### src/rtl/clock_divider_pkg.sv
// Shared types for the clock divider controller: FSM state encoding and default width.
package clock_divider_pkg;

   localparam int DIV_W_DEFAULT = 8;

   typedef enum logic [1:0] {
      IDLE    = 2'd0,
      RUN     = 2'd1,
      PENDING = 2'd2
   } state_e;

endpackage

### src/rtl/clock_divider_ctrl_mod_n_counter.sv
// Modulo-N period counter: counts 0..N-1, flags the last count, and takes a new modulus on load.
module mod_n_counter
   import clock_divider_pkg::*;
#(
   parameter int W = DIV_W_DEFAULT
) (
   input  logic         clk_i,
   input  logic         rst_ni,
   input  logic         clr_i,
   input  logic         load_i,
   input  logic         en_i,
   input  logic [W-1:0] mod_i,
   output logic [W-1:0] cnt_o,
   output logic [W-1:0] mod_o,
   output logic         wrap_o
);

   logic [W-1:0] cnt_q, cnt_d;
   logic [W-1:0] mod_q, mod_d;

   assign wrap_o = (cnt_q == mod_q - W'(1));
   assign cnt_o  = cnt_q;
   assign mod_o  = mod_q;

   // Load restarts the period at 0, so a load at the wrap edge is seamless.
   always_comb begin
      cnt_d = cnt_q;
      mod_d = mod_q;
      if (clr_i) begin
         cnt_d = '0;
      end else if (load_i) begin
         cnt_d = '0;
         mod_d = mod_i;
      end else if (en_i) begin
         cnt_d = wrap_o ? '0 : cnt_q + W'(1);
      end
   end

   always_ff @(posedge clk_i or negedge rst_ni) begin
      if (!rst_ni) begin
         cnt_q <= '0;
         mod_q <= '0;
      end else begin
         cnt_q <= cnt_d;
         mod_q <= mod_d;
      end
   end

endmodule

### src/rtl/clock_divider_ctrl.sv
// Glitch-free programmable clock divider; divisor changes take effect only at period boundaries.
// Optional CLOCK_DIVIDER_CTRL_GATE_EN adds run_i to park the output low between periods.
module clock_divider_ctrl
   import clock_divider_pkg::*;
#(
   parameter int DIV_W = DIV_W_DEFAULT
) (
   input  logic             clk_i,
   input  logic             reset_ni,
   input  logic             cfg_valid_i,
   input  logic [DIV_W-1:0] cfg_div_i,
`ifdef CLOCK_DIVIDER_CTRL_GATE_EN
   input  logic             run_i,
`endif
   output logic             cfg_ready_o,
   output logic             clk_o,
   output logic             tick_o,
   output logic             busy_o,
   output logic             err_o
);

   state_e           state_q, state_d;
   logic [DIV_W-1:0] pend_q, pend_d;
   logic             clk_q, clk_d;
   logic             err_q, err_d;
   logic             gated;

   logic             accept, div_ill, div_legal, busy, wrap, boundary;
   logic             ctr_clr, ctr_load, ctr_en, cnt_wrap;
   logic [DIV_W-1:0] ctr_mod, cnt, mod;
   logic             apply;
   logic [DIV_W-1:0] apply_val;

   assign accept    = cfg_valid_i && cfg_ready_o;
   assign div_ill   = (cfg_div_i == DIV_W'(1));
   assign div_legal = (cfg_div_i >= DIV_W'(2));
   assign busy      = (state_q != IDLE);
   assign wrap      = busy && !gated && cnt_wrap;
   // A parked divider sits at a period boundary, so requests apply at once.
   assign boundary  = wrap || gated;

   always_comb begin
      state_d   = state_q;
      pend_d    = pend_q;
      ctr_clr   = 1'b0;
      ctr_load  = 1'b0;
      ctr_mod   = cfg_div_i;
      apply     = 1'b0;
      apply_val = cfg_div_i;
      case (state_q)
         IDLE: begin
            if (accept && div_legal) begin
               ctr_load = 1'b1;
               state_d  = RUN;
            end
         end
         RUN: begin
            if (accept && !div_ill) begin
               if (boundary) begin
                  apply = 1'b1;
               end else begin
                  pend_d  = cfg_div_i;
                  state_d = PENDING;
               end
            end
         end
         PENDING: begin
            if (wrap) begin
               apply     = 1'b1;
               apply_val = pend_q;
            end
         end
         default: state_d = IDLE;
      endcase
      if (apply) begin
         if (apply_val == '0) begin
            state_d = IDLE;
            ctr_clr = 1'b1;
         end else begin
            state_d  = RUN;
            ctr_load = 1'b1;
            ctr_mod  = apply_val;
         end
      end
      ctr_en = busy && !gated;
      // High for the first ceil(N/2) counts, delayed one cycle through clk_q.
      clk_d  = busy && !gated && (cnt < mod - (mod >> 1));
      err_d  = accept && div_ill;
   end

`ifdef CLOCK_DIVIDER_CTRL_GATE_EN
   logic gated_q, gated_d;

   assign gated   = gated_q;
   assign gated_d = (state_q == RUN) && (state_d == RUN) && (gated_q || wrap) && !run_i;

   always_ff @(posedge clk_i or negedge reset_ni) begin
      if (!reset_ni) gated_q <= 1'b0;
      else           gated_q <= gated_d;
   end
`else
   assign gated = 1'b0;
`endif

   always_ff @(posedge clk_i or negedge reset_ni) begin
      if (!reset_ni) begin
         state_q <= IDLE;
         pend_q  <= '0;
         clk_q   <= 1'b0;
         err_q   <= 1'b0;
      end else begin
         state_q <= state_d;
         pend_q  <= pend_d;
         clk_q   <= clk_d;
         err_q   <= err_d;
      end
   end

   mod_n_counter #(.W(DIV_W)) u_cnt (
      .clk_i  (clk_i),
      .rst_ni (reset_ni),
      .clr_i  (ctr_clr),
      .load_i (ctr_load),
      .en_i   (ctr_en),
      .mod_i  (ctr_mod),
      .cnt_o  (cnt),
      .mod_o  (mod),
      .wrap_o (cnt_wrap)
   );

   assign cfg_ready_o = (state_q != PENDING);
   assign busy_o      = busy;
   assign tick_o      = wrap;
   assign clk_o       = clk_q;
   assign err_o       = err_q;

endmodule
### config.mk
export PLATFORM = sky130hd
export DESIGN_NAME = clock_divider_ctrl
export DESIGN_NICKNAME = d
export VERILOG_FILES = /design/src/rtl/clock_divider_pkg.sv /design/src/rtl/clock_divider_ctrl_mod_n_counter.sv /design/src/rtl/clock_divider_ctrl.sv
export SDC_FILE = /design/constraint.sdc
export NUM_CORES = 1
export LEC_CHECK = 0
export CAP_MARGIN = 5
export CORE_ASPECT_RATIO = 1.5
export CORE_MARGIN = 3
export CORE_UTILIZATION = 64
export CTS_CLUSTER_SIZE = 20
export DETAILED_ROUTE_END_ITERATION = 6
export PLACE_DENSITY = 0.85
export SYNTH_ARGS = -nofsm -noshare
export SYNTH_HDL_FRONTEND = slang
export SYNTH_SLANG_ARGS = --single-unit
### constraint.sdc
create_clock -name clk_i -period 7.2 [get_ports clk_i]
set_clock_uncertainty 0.1 [all_clocks]
set_input_delay 1.8 -clock clk_i [delete_from_list [all_inputs] [get_ports clk_i]]
set_output_delay 1.8 -clock clk_i [all_outputs]
set_load 0.02 [all_outputs]
After elaboration in Yosys (flattened, before gate mapping)

Index checks and enable logic that the tools add are counted.

Register bits: 28
Input port bits: 11
Logic and storage cells: 58

Add/sub/neg operators: 3
$lt $le $gt $ge: 2
Equal/unequal tests: 9
Mux-type cells: 23
Bitwise gates (word level): 1
Reductions and logical operators: 14

Operator list:

| cell                                                               | number |
|---|---|
| 2-to-1 mux 8 bit                                                   | 8 |
| 2-to-1 mux 1 bit                                                   | 9 |
| inequality test 3 bit (second input constant)                      | 3 |
| adder 8 x 1 -> 8 bit (second input constant)                       | 1 |
| == test 8 x 1 -> 1 bit (second input constant)                     | 1 |
| == test 8 bit                                                      | 1 |
| greater-or-equal comparator 8 x 2 -> 1 bit (second input constant) | 1 |
| logical NOT 8 bit                                                  | 1 |
| less-than comparator 8 bit                                         | 1 |
| 2-to-1 mux 2 bit                                                   | 4 |
| subtractor 8 x 1 -> 8 bit (second input constant)                  | 1 |
| subtractor 8 x 7 -> 8 bit                                          | 1 |
| logical AND 1 bit                                                  | 6 |
| one-hot mux 2 bit (3 select lines)                                 | 1 |
| inequality test 2 bit (second input constant)                      | 2 |
| AND reduction 2 bit                                                | 2 |
| AND reduction 4 bit                                                | 1 |
| nonzero test 3 bit                                                 | 1 |
| == test 2 x 1 -> 1 bit (second input constant)                     | 1 |
| == test 2 bit (second input constant)                              | 1 |
| logical NOT 2 bit                                                  | 1 |
| one-hot mux 1 bit (2 select lines)                                 | 1 |
| nonzero test 2 bit                                                 | 1 |
| logical NOT 1 bit                                                  | 1 |
| NOT 1 bit                                                          | 1 |

Depth between registers and ports, before layout

Gate-level depths: netlist (run 1).

Word-level depth: 10
Mapped depth: 13
Gate-level depth less buffers: 13

Cells and area by module

From an unflattened synthesis (run 1), not the netlist that was laid out.

Cell total of the unflattened synthesis: 237
Area, all modules: 2193.4 um^2

Modules (own cells, without submodules):

| module             | times used | cells an instance | area each (um^2) | seq. area each (um^2) |
|---|---|---|---|---|
| clock_divider_ctrl | 1          | 133               | 1189.9           | 300.3 |
| mod_n_counter      | 1          | 104               | 1003.5           | 400.4 |

Worst setup path before layout (run 1)

OpenSTA, ideal clock, no wires.

Path type: input to register
Start point: in cfg_div_i[5]
End point: reg state_q[0]
Arrival time: 3.664 ns
Required time: 6.982 ns
Setup slack: 3.318 ns
Stages on the path: 9
Cells stage by stage: or4_1 -> nor4_4 -> a21oi_1 -> o211ai_1 -> or3_1 -> buf_6 -> nand2_8 -> buf_12 -> a21o_1

Cells in the longest elaborated chain, start to end: 7
Elaborated cells between the ends (all ways): 17

Ends and longest elaborated chain:

| what                                                                                   | line                      | source |
|---|---|---|
| start: declaration                                                                     | clock_divider_ctrl.sv:11  | `input logic [DIV_W-1:0] cfg_div_i,` |
| == test 8 x 1 -> 1 bit                                                                 | clock_divider_ctrl.sv:35  | `assign div_ill = (cfg_div_i == DIV_W'(1));` |
| logical NOT 1 bit                                                                      | clock_divider_ctrl.sv:58  | `if (accept && !div_ill) begin` |
| logical AND 1 bit                                                                      | clock_divider_ctrl.sv:58  |  |
| 2-to-1 mux 1 bit                                                                       | clock_divider_ctrl.sv:58  |  |
| one-hot mux 1 bit (2 select lines)                                                     | clock_divider_ctrl.sv:50  | `case (state_q)` |
| inequality test 3 bit (no source line) / inequality test 2 bit (equally long branches) | -                         |  |
| AND reduction 4 bit (no source line)                                                   | -                         |  |
| end signal: assignment                                                                 | clock_divider_ctrl.sv:112 | `state_q <= state_d;` |
| end: declaration                                                                       | clock_divider_ctrl.sv:22  | `state_e state_q, state_d;` |

Several ways; a longest one is shown, not always the timed one.
A chain may end at the register's enable or synchronous reset.

Final worst setup path (run 1)

Start point: reg u_cnt.mod_q[1] (netlist: u_cnt.mod_o[1])
End point: out tick_o

Cells in the longest elaborated chain, start to end: 3

Ends and longest elaborated chain:

| what                      | line                                   | source |
|---|---|---|
| start: declaration        | clock_divider_ctrl_mod_n_counter.sv:19 | `logic [W-1:0] mod_q, mod_d;` |
| start signal: assignment  | clock_divider_ctrl_mod_n_counter.sv:45 | `mod_q <= mod_d;` |
| subtractor 8 x 1 -> 8 bit | clock_divider_ctrl_mod_n_counter.sv:21 | `assign wrap_o = (cnt_q == mod_q - W'(1));` |
| == test 8 bit             | clock_divider_ctrl_mod_n_counter.sv:21 |  |
| logical AND 1 bit         | clock_divider_ctrl.sv:38               | `assign wrap = busy && !gated && cnt_wrap;` |
| end: declaration          | clock_divider_ctrl.sv:17               | `output logic tick_o,` |

Every way passes these cells.

==> flow_summary.json, run 1 <==
{
  "status": "complete, no violations",
  "pwr_density_cell_nw_per_um2": 450,
  "tightest_slew_ps": 966,
  "cts_tree": "done",
  "worst_path_max_delay_cell": "clkdlybuf4s50_1",
  "io_pins": 16,
  "critPathKind": "reg2out",
  "hold_viol": 0,
  "grt_first_pass_wirelength_um": 8220,
  "fp.dieH_um": 79.5,
  "avgSynthCellArea_um2": 9.61,
  "drtPass1Iterations": 4,
  "row_count": 26,
  "min_path_type": "reg2reg",
  "grt_overflow_total": 0,
  "detail-route-antenna-nets": 0,
  "drv_slew": 0,
  "finalSetupTns_ps": 0,
  "crit_top_cell": "nor2_1",
  "syn_nets": 280,
  "clk_path_buf_depth": 2,
  "ys_warn_count": 0,
  "drcViolationCount": 0,
  "synthCells": 240,
  "ctsHoldBuffers": 0,
  "drv_cap": 0,
  "routed_wl_um": 4980,
  "nFillCells": 274,
  "nets": 295,
  "placedCellCount": 292,
  "rsz0062_at_grt": "no",
  "critPathMaxFanout": 5,
  "place_area_um2": 2470,
  "antenna_found_initial": 0,
  "synth_edf_count": 0,
  "crit_arrival_ps": 2880,
  "port-buffer-count": 15,
  "setup_viol": 0,
  "hpwl_um": 3830,
  "cts_setup_buffers": 0,
  "area_delta_synth_final_pct": 10.2,
  "fin_crit_sh_pct": 66.5,
  "ir_drop_v": 0.000321,
  "diodes": 0,
  "drt_iter0_drc": 38,
  "cts_inserted_buffers": 3,
  "fmax_mhz": 209,
  "leakage_uw": 0.00111,
  "yosysSeqAreaShare_pct": 30.4,
  "core_area_um2": 3450,
  "syn_area_um2": 2310,
  "drive_gt1_share_pct": 8.27,
  "synth-seq-cells": 28,
  "grt_pass1_vias": 1844,
  "cts.sinks": 28,
  "critPathLaunchType": "register",
  "start_util_pct": 66.9,
  "critical-path-max-stage-delay_ps": 610,
  "cts-resized-gates": 0,
  "cp-end-kind": "output port",
  "synthDistinctLibCells": 46,
  "post-route-cell-area_um2": 2540,
  "die_x_um": 55.0,
  "vias_per_cell": 6.18,
  "htreeDepth": 1,
  "gp_congestion": 0.848,
  "wl_per_cell_um": 16.8,
  "worstPathRequired_ps": 5300,
  "path_cells": "inv_1, ha_1, xnor2_1, nor2_1, nand3_1, or4_4, nor2_1, clkdlybuf4s50_1",
  "relSlewSlack_pct": 35.4,
  "grt_start_max_net_pins": 29,
  "clk_latency_ps": 280,
  "grt_usage_pct": 25.5,
  "min_period_ps": 4780,
  "path_clk_slew_ps": 100,
  "synth-async-reset-ratio_pct": 100,
  "clockRootBuffer": "clkbuf_8",
  "vias": 1830,
  "fin_cells": 296,
  "die_area_um2": 4380,
  "yosys_most_used_dff": "dfrtp_1"
}
[area by class of cell]
type	count	area, um^2	area share [%]
clock buffers	3	41.3	1.62
clock inverters	1	30.0	1.18
inverters	19	71.3	2.81
multi-input cells	187	1490	58.6
flip-flops and latches	28	701	27.6
well taps	42	52.6	2.07
repair buffers	16	158	6.20
[layout by cell type (no fill, tap or decap), types with 2 or more instances in the layout]
cell             Yosys  final
xor2_1               6      6
mux2_2               8      8
ha_1                28     28
nor3_1               5      5
nand2b_1             2      2
a2bb2oi_1            6      6
and3_1               3      3
nand3_1              6      6
clkbuf_8             0      3
a21oi_1             14     14
inv_1               19     19
or4_1                3      3
nor2_1              18     18
nor2b_1              3      3
mux2i_1              8      8
o31a_1               2      2
clkdlybuf4s50_1      0     15
nand2_1              6      6
xnor2_1             13     13
o21ai_0             13     13
nand3b_1             6      6
a21o_1               3      3
or3_1                8      8
o21bai_1             4      4
dfrtp_1             28     28
nor4_1               3      3
[registers in the layout, indices dropped and copies added, names as in the netlist]
name and flops:
state_q 2, err_o 1, u_cnt.mod_o 8, u_cnt.cnt_o 8, clk_o 1, pend_q 8
[worst paths after layout]
kind	from	to	slack, ps	cells past startpoint
max	u_cnt.mod_o[1]	tick_o	2420	8
max reg2reg	u_cnt.mod_o[2]	state_q[1]	4100	9
min in group asynchronous	reset_ni	u_cnt.mod_o[6]	1780	2
max in group asynchronous	reset_ni	pend_q[5]	4950	2
min	state_q[1]	state_q[1]	440	1
min reg2reg	state_q[1]	state_q[1]	440	1
[synthesized netlist by cell type, types with 2 or more instances]
master     instances  area [um^2]
or3_1              8         50.1
dfrtp_1           28          701
inv_1             19         71.3
a21oi_1           14         70.1
xnor2_1           13          114
clkbuf_1           4         15.0
nand2_1            6         22.5
ha_1              28          350
nand2b_1           2         12.5
mux2_2             8         90.1
or4_1              3         22.5
o31a_1             2         17.5
o21ai_0           13         65.1
a2bb2oi_1          6         52.6
a21o_1             3         22.5
o21bai_1           4         30.0
nand3_1            6         30.0
and3_1             3         18.8
xor2_1             6         52.6
nand3b_1           6         45.0
nor3_1             5         25.0
nor2b_1            3         18.8
nor4_1             3         18.8
nor2_1            18         67.6
mux2i_1            8         80.1
[stage by stage]
| step | util, % | total power, uW | hold WS [ps] | setup WS [ps] |
|---|---|---|---|---|
| after floorplan | - | 841 | 391 | 3320 |
| after global placement | 71.7 | 969 | 409 | 2670 |
| after detailed placement | 71.7 | 1010 | 415 | 2570 |
| after CTS | 73.7 | 1140 | 438 | 2410 |
| after global routing | 73.7 | 1250 | 455 | 2260 |
| final | 73.7 | 1140 | 438 | 2420 |
[cells by family (layout without fill, tap and decap cells)]
kind of cell	after synthesis	in the layout	share of synthesized area (%)
fa+ha+maj	29	29	16.1
compound gates	53	53	15.5
buf+inv	25	39	5.10
xor+xnor	20	20	7.92
simple gates	69	69	17.7
flops	28	28	30.4
mux	16	16	7.38
[layer usage]
metal | GRT usage (%) | share of wire, % | vias up
met5 | 0 | 0 | -
met1 | 27.3 | 39 | 876
met3 | 5.23 | 3.9 | 17
met4 | 9.98 | 2.7 | 0
li1 | - | - | 884
met2 | 46.1 | 54 | 53
[critical path: cells and delay by family, from the launching register on]
kind | cells | cell delay [ps]
and+or+nand+nor | 4 | 940
adders and majority gates | 1 | 320
xor gates and xnor gates | 1 | 140
DFF | 1 | 500
buffers and inverters | 2 | 710
[power by group]
part,total [uW],internal [uW],switching (uW),leakage (uW)
Combinational,718,340,378,0.000737
Clock,125,74.5,50.7,0.0000357
Sequential,301,221,79.6,0.000340
Total,1140,636,508,0.00111
(Power assumes the default switching activity.)
==> run 2, diff against run 1 <==
--- a/config.mk
+++ b/config.mk
@@ -8,10 +8,10 @@
 export CAP_MARGIN = 5
 export CORE_ASPECT_RATIO = 1.5
 export CORE_MARGIN = 3
-export CORE_UTILIZATION = 64
+export CORE_UTILIZATION = 54
 export CTS_CLUSTER_SIZE = 20
 export DETAILED_ROUTE_END_ITERATION = 6
-export PLACE_DENSITY = 0.85
+export PLACE_DENSITY = 0.76
 export SYNTH_ARGS = -nofsm -noshare
 export SYNTH_HDL_FRONTEND = slang
 export SYNTH_SLANG_ARGS = --single-unit
==> constraint.sdc (replaced) <==
create_clock -name clk_i -period 4.03 [get_ports clk_i]
set_clock_uncertainty 0.1 [all_clocks]
set_input_delay 1.0075 -clock clk_i [delete_from_list [all_inputs] [get_ports clk_i]]
set_output_delay 1.0075 -clock clk_i [all_outputs]
set_load 0.02 [all_outputs]
==> flow_summary.json, run 2 (synthesis gave the netlist of run 1 again) <==
{
  "htreeDepth": 1,
  "setup_viol": 0,
  "leakage_uw": 0.00116,
  "rsz0062_at_grt": "no",
  "vias_per_cell": 5.95,
  "grt_first_pass_wirelength_um": 8550,
  "critical-path-max-stage-delay_ps": 540,
  "path_clk_slew_ps": 100,
  "hpwl_um": 3940,
  "cp-end-kind": "output port",
  "drv_cap": 0,
  "fin_cells": 304,
  "cts.sinks": 28,
  "clockRootBuffer": "clkbuf_8",
  "grt_pass1_vias": 1899,
  "min_path_type": "reg2reg",
  "path_cells": "inv_1, ha_1, nand3b_1, a21boi_1, xnor2_1, or4_4, nor2_1, dlymetal6s2s_1",
  "holdPathEnd": "state_q[1]",
  "pwr_density_cell_nw_per_um2": 779,
  "critPathKind": "reg2out",
  "r2r_cells": 9,
  "critPathMaxFanout": 4,
  "cts_tree": "done",
  "final_cell_mix": "28 x ha_1, 28 x dfrtp_1, 19 x inv_1, 18 x nor2_1",
  "drcViolationCount": 0,
  "gr-max-usage-layer": "met2",
  "hold_depth": 1,
  "row_count": 28,
  "use_met1_pct": 24.3,
  "cts_inserted_buffers": 3,
  "vias": 1810,
  "die_x_um": 59.4,
  "routed_wl_um": 5010,
  "worstPathRequired_ps": 2920,
  "finalSetupTns_ps": 0,
  "nets": 300,
  "clk_path_buf_depth": 2,
  "drive_gt1_share_pct": 10.0,
  "grt_usage_pct": 21.7,
  "rr_endpoint": "u_cnt.mod_o[6]",
  "clk_latency_ps": 280,
  "hold_viol": 0,
  "crit_arrival_ps": 2450,
  "area_delta_synth_final_pct": 12.1,
  "wl_per_cell_um": 16.5,
  "core_area_um2": 4030,
  "status": "complete, no violations",
  "detail-route-antenna-nets": 0,
  "fmax_mhz": 281,
  "grt_overflow_total": 0,
  "grtUsageMet2_pct": 40.6,
  "drtPass1Iterations": 4,
  "min_from": "state_q[1]",
  "cts_setup_buffers": 0,
  "io_pins": 16,
  "post-place-ws_ps": 424,
  "port-buffer-count": 15,
  "final_util_pct": 64.2,
  "antenna_found_initial": 0,
  "diodes": 0,
  "fp.dieH_um": 86.1,
  "relSlewSlack_pct": 71.9,
  "tightest_slew_ps": 418,
  "die_area_um2": 5110,
  "use_met3_pct": 2.41,
  "r2r_start": "u_cnt.mod_o[2]",
  "ir_drop_v": 0.000540,
  "min_period_ps": 3560,
  "start_util_pct": 57.3,
  "placedCellCount": 300,
  "grt_start_max_net_pins": 29,
  "drt_iter0_drc": 33,
  "setup_ws_ps": 470,
  "gp_congestion": 0.919,
  "r2r_slack_ps": 1000,
  "worst_path_max_delay_cell": "or4_4",
  "drv_slew": 0,
  "fin_crit_sh_pct": 88.3,
  "critPathLaunchType": "register"
}
## run 2: area by class of cell
class	instances	area, um^2
clock inverter	1	30.0
multi-input combinational	187	1490
timing repair buffer	21	198
inverter	19	71.3
fill	352	1440
clock buffer	3	41.3
sequential	28	701
tap	45	56.3
## run 2: where the power goes
group	switching (uW)	internal, uW	total, uW
Sequential	134	395	529
Clock	91.1	133	224
Combinational	651	610	1260
## run 2: critical path, delay by kind of cell (launching register included)
kind | cells | cell delay (ps)
buf+inv | 2 | 400
simple gates | 3 | 760
flops | 1 | 440
xor+xnor | 1 | 150
compound gates | 1 | 230
fa+ha+maj | 1 | 200
## run 2: repair_timing
item / CTS / global route
hold buffers: 0 / 0
resized for setup: 0 / 1
endpoints found under the setup margin: 0 / 1
## run 2: worst max-delay path by stage
| stage | from | to | slack [ps] | depth (start not counted) |
|---|---|---|---|---|
| global route | u_cnt.mod_o[2] | tick_o | 320 | 8 |
| global placement | u_cnt.mod_o[4] | tick_o | 440 | 8 |
| floorplan | cfg_div_i[5] | state_q[0] | 940 | 9 |
| finish | u_cnt.mod_o[2] | tick_o | 470 | 8 |
| detailed placement | u_cnt.mod_o[1] | tick_o | 420 | 8 |
| CTS | u_cnt.mod_o[2] | tick_o | 100 | 8 |
## run 2: metrics by stage
step / power (uW) / area [um^2] / hold slack [ps]
final: 2010 / 2590 / 433
after floorplan: 1500 / 2310 / 391
after detailed placement: 1790 / 2510 / 416
after global placement: 1760 / 2510 / 407
after global routing: 2210 / 2590 / 451
after CTS: 2030 / 2580 / 438
## run 2: metal layers
metal	vias to the layer above	routed length (um)
li1	897	-
met5	-	0
met4	0	108
met1	874	2040
met3	11	114
met2	28	2750
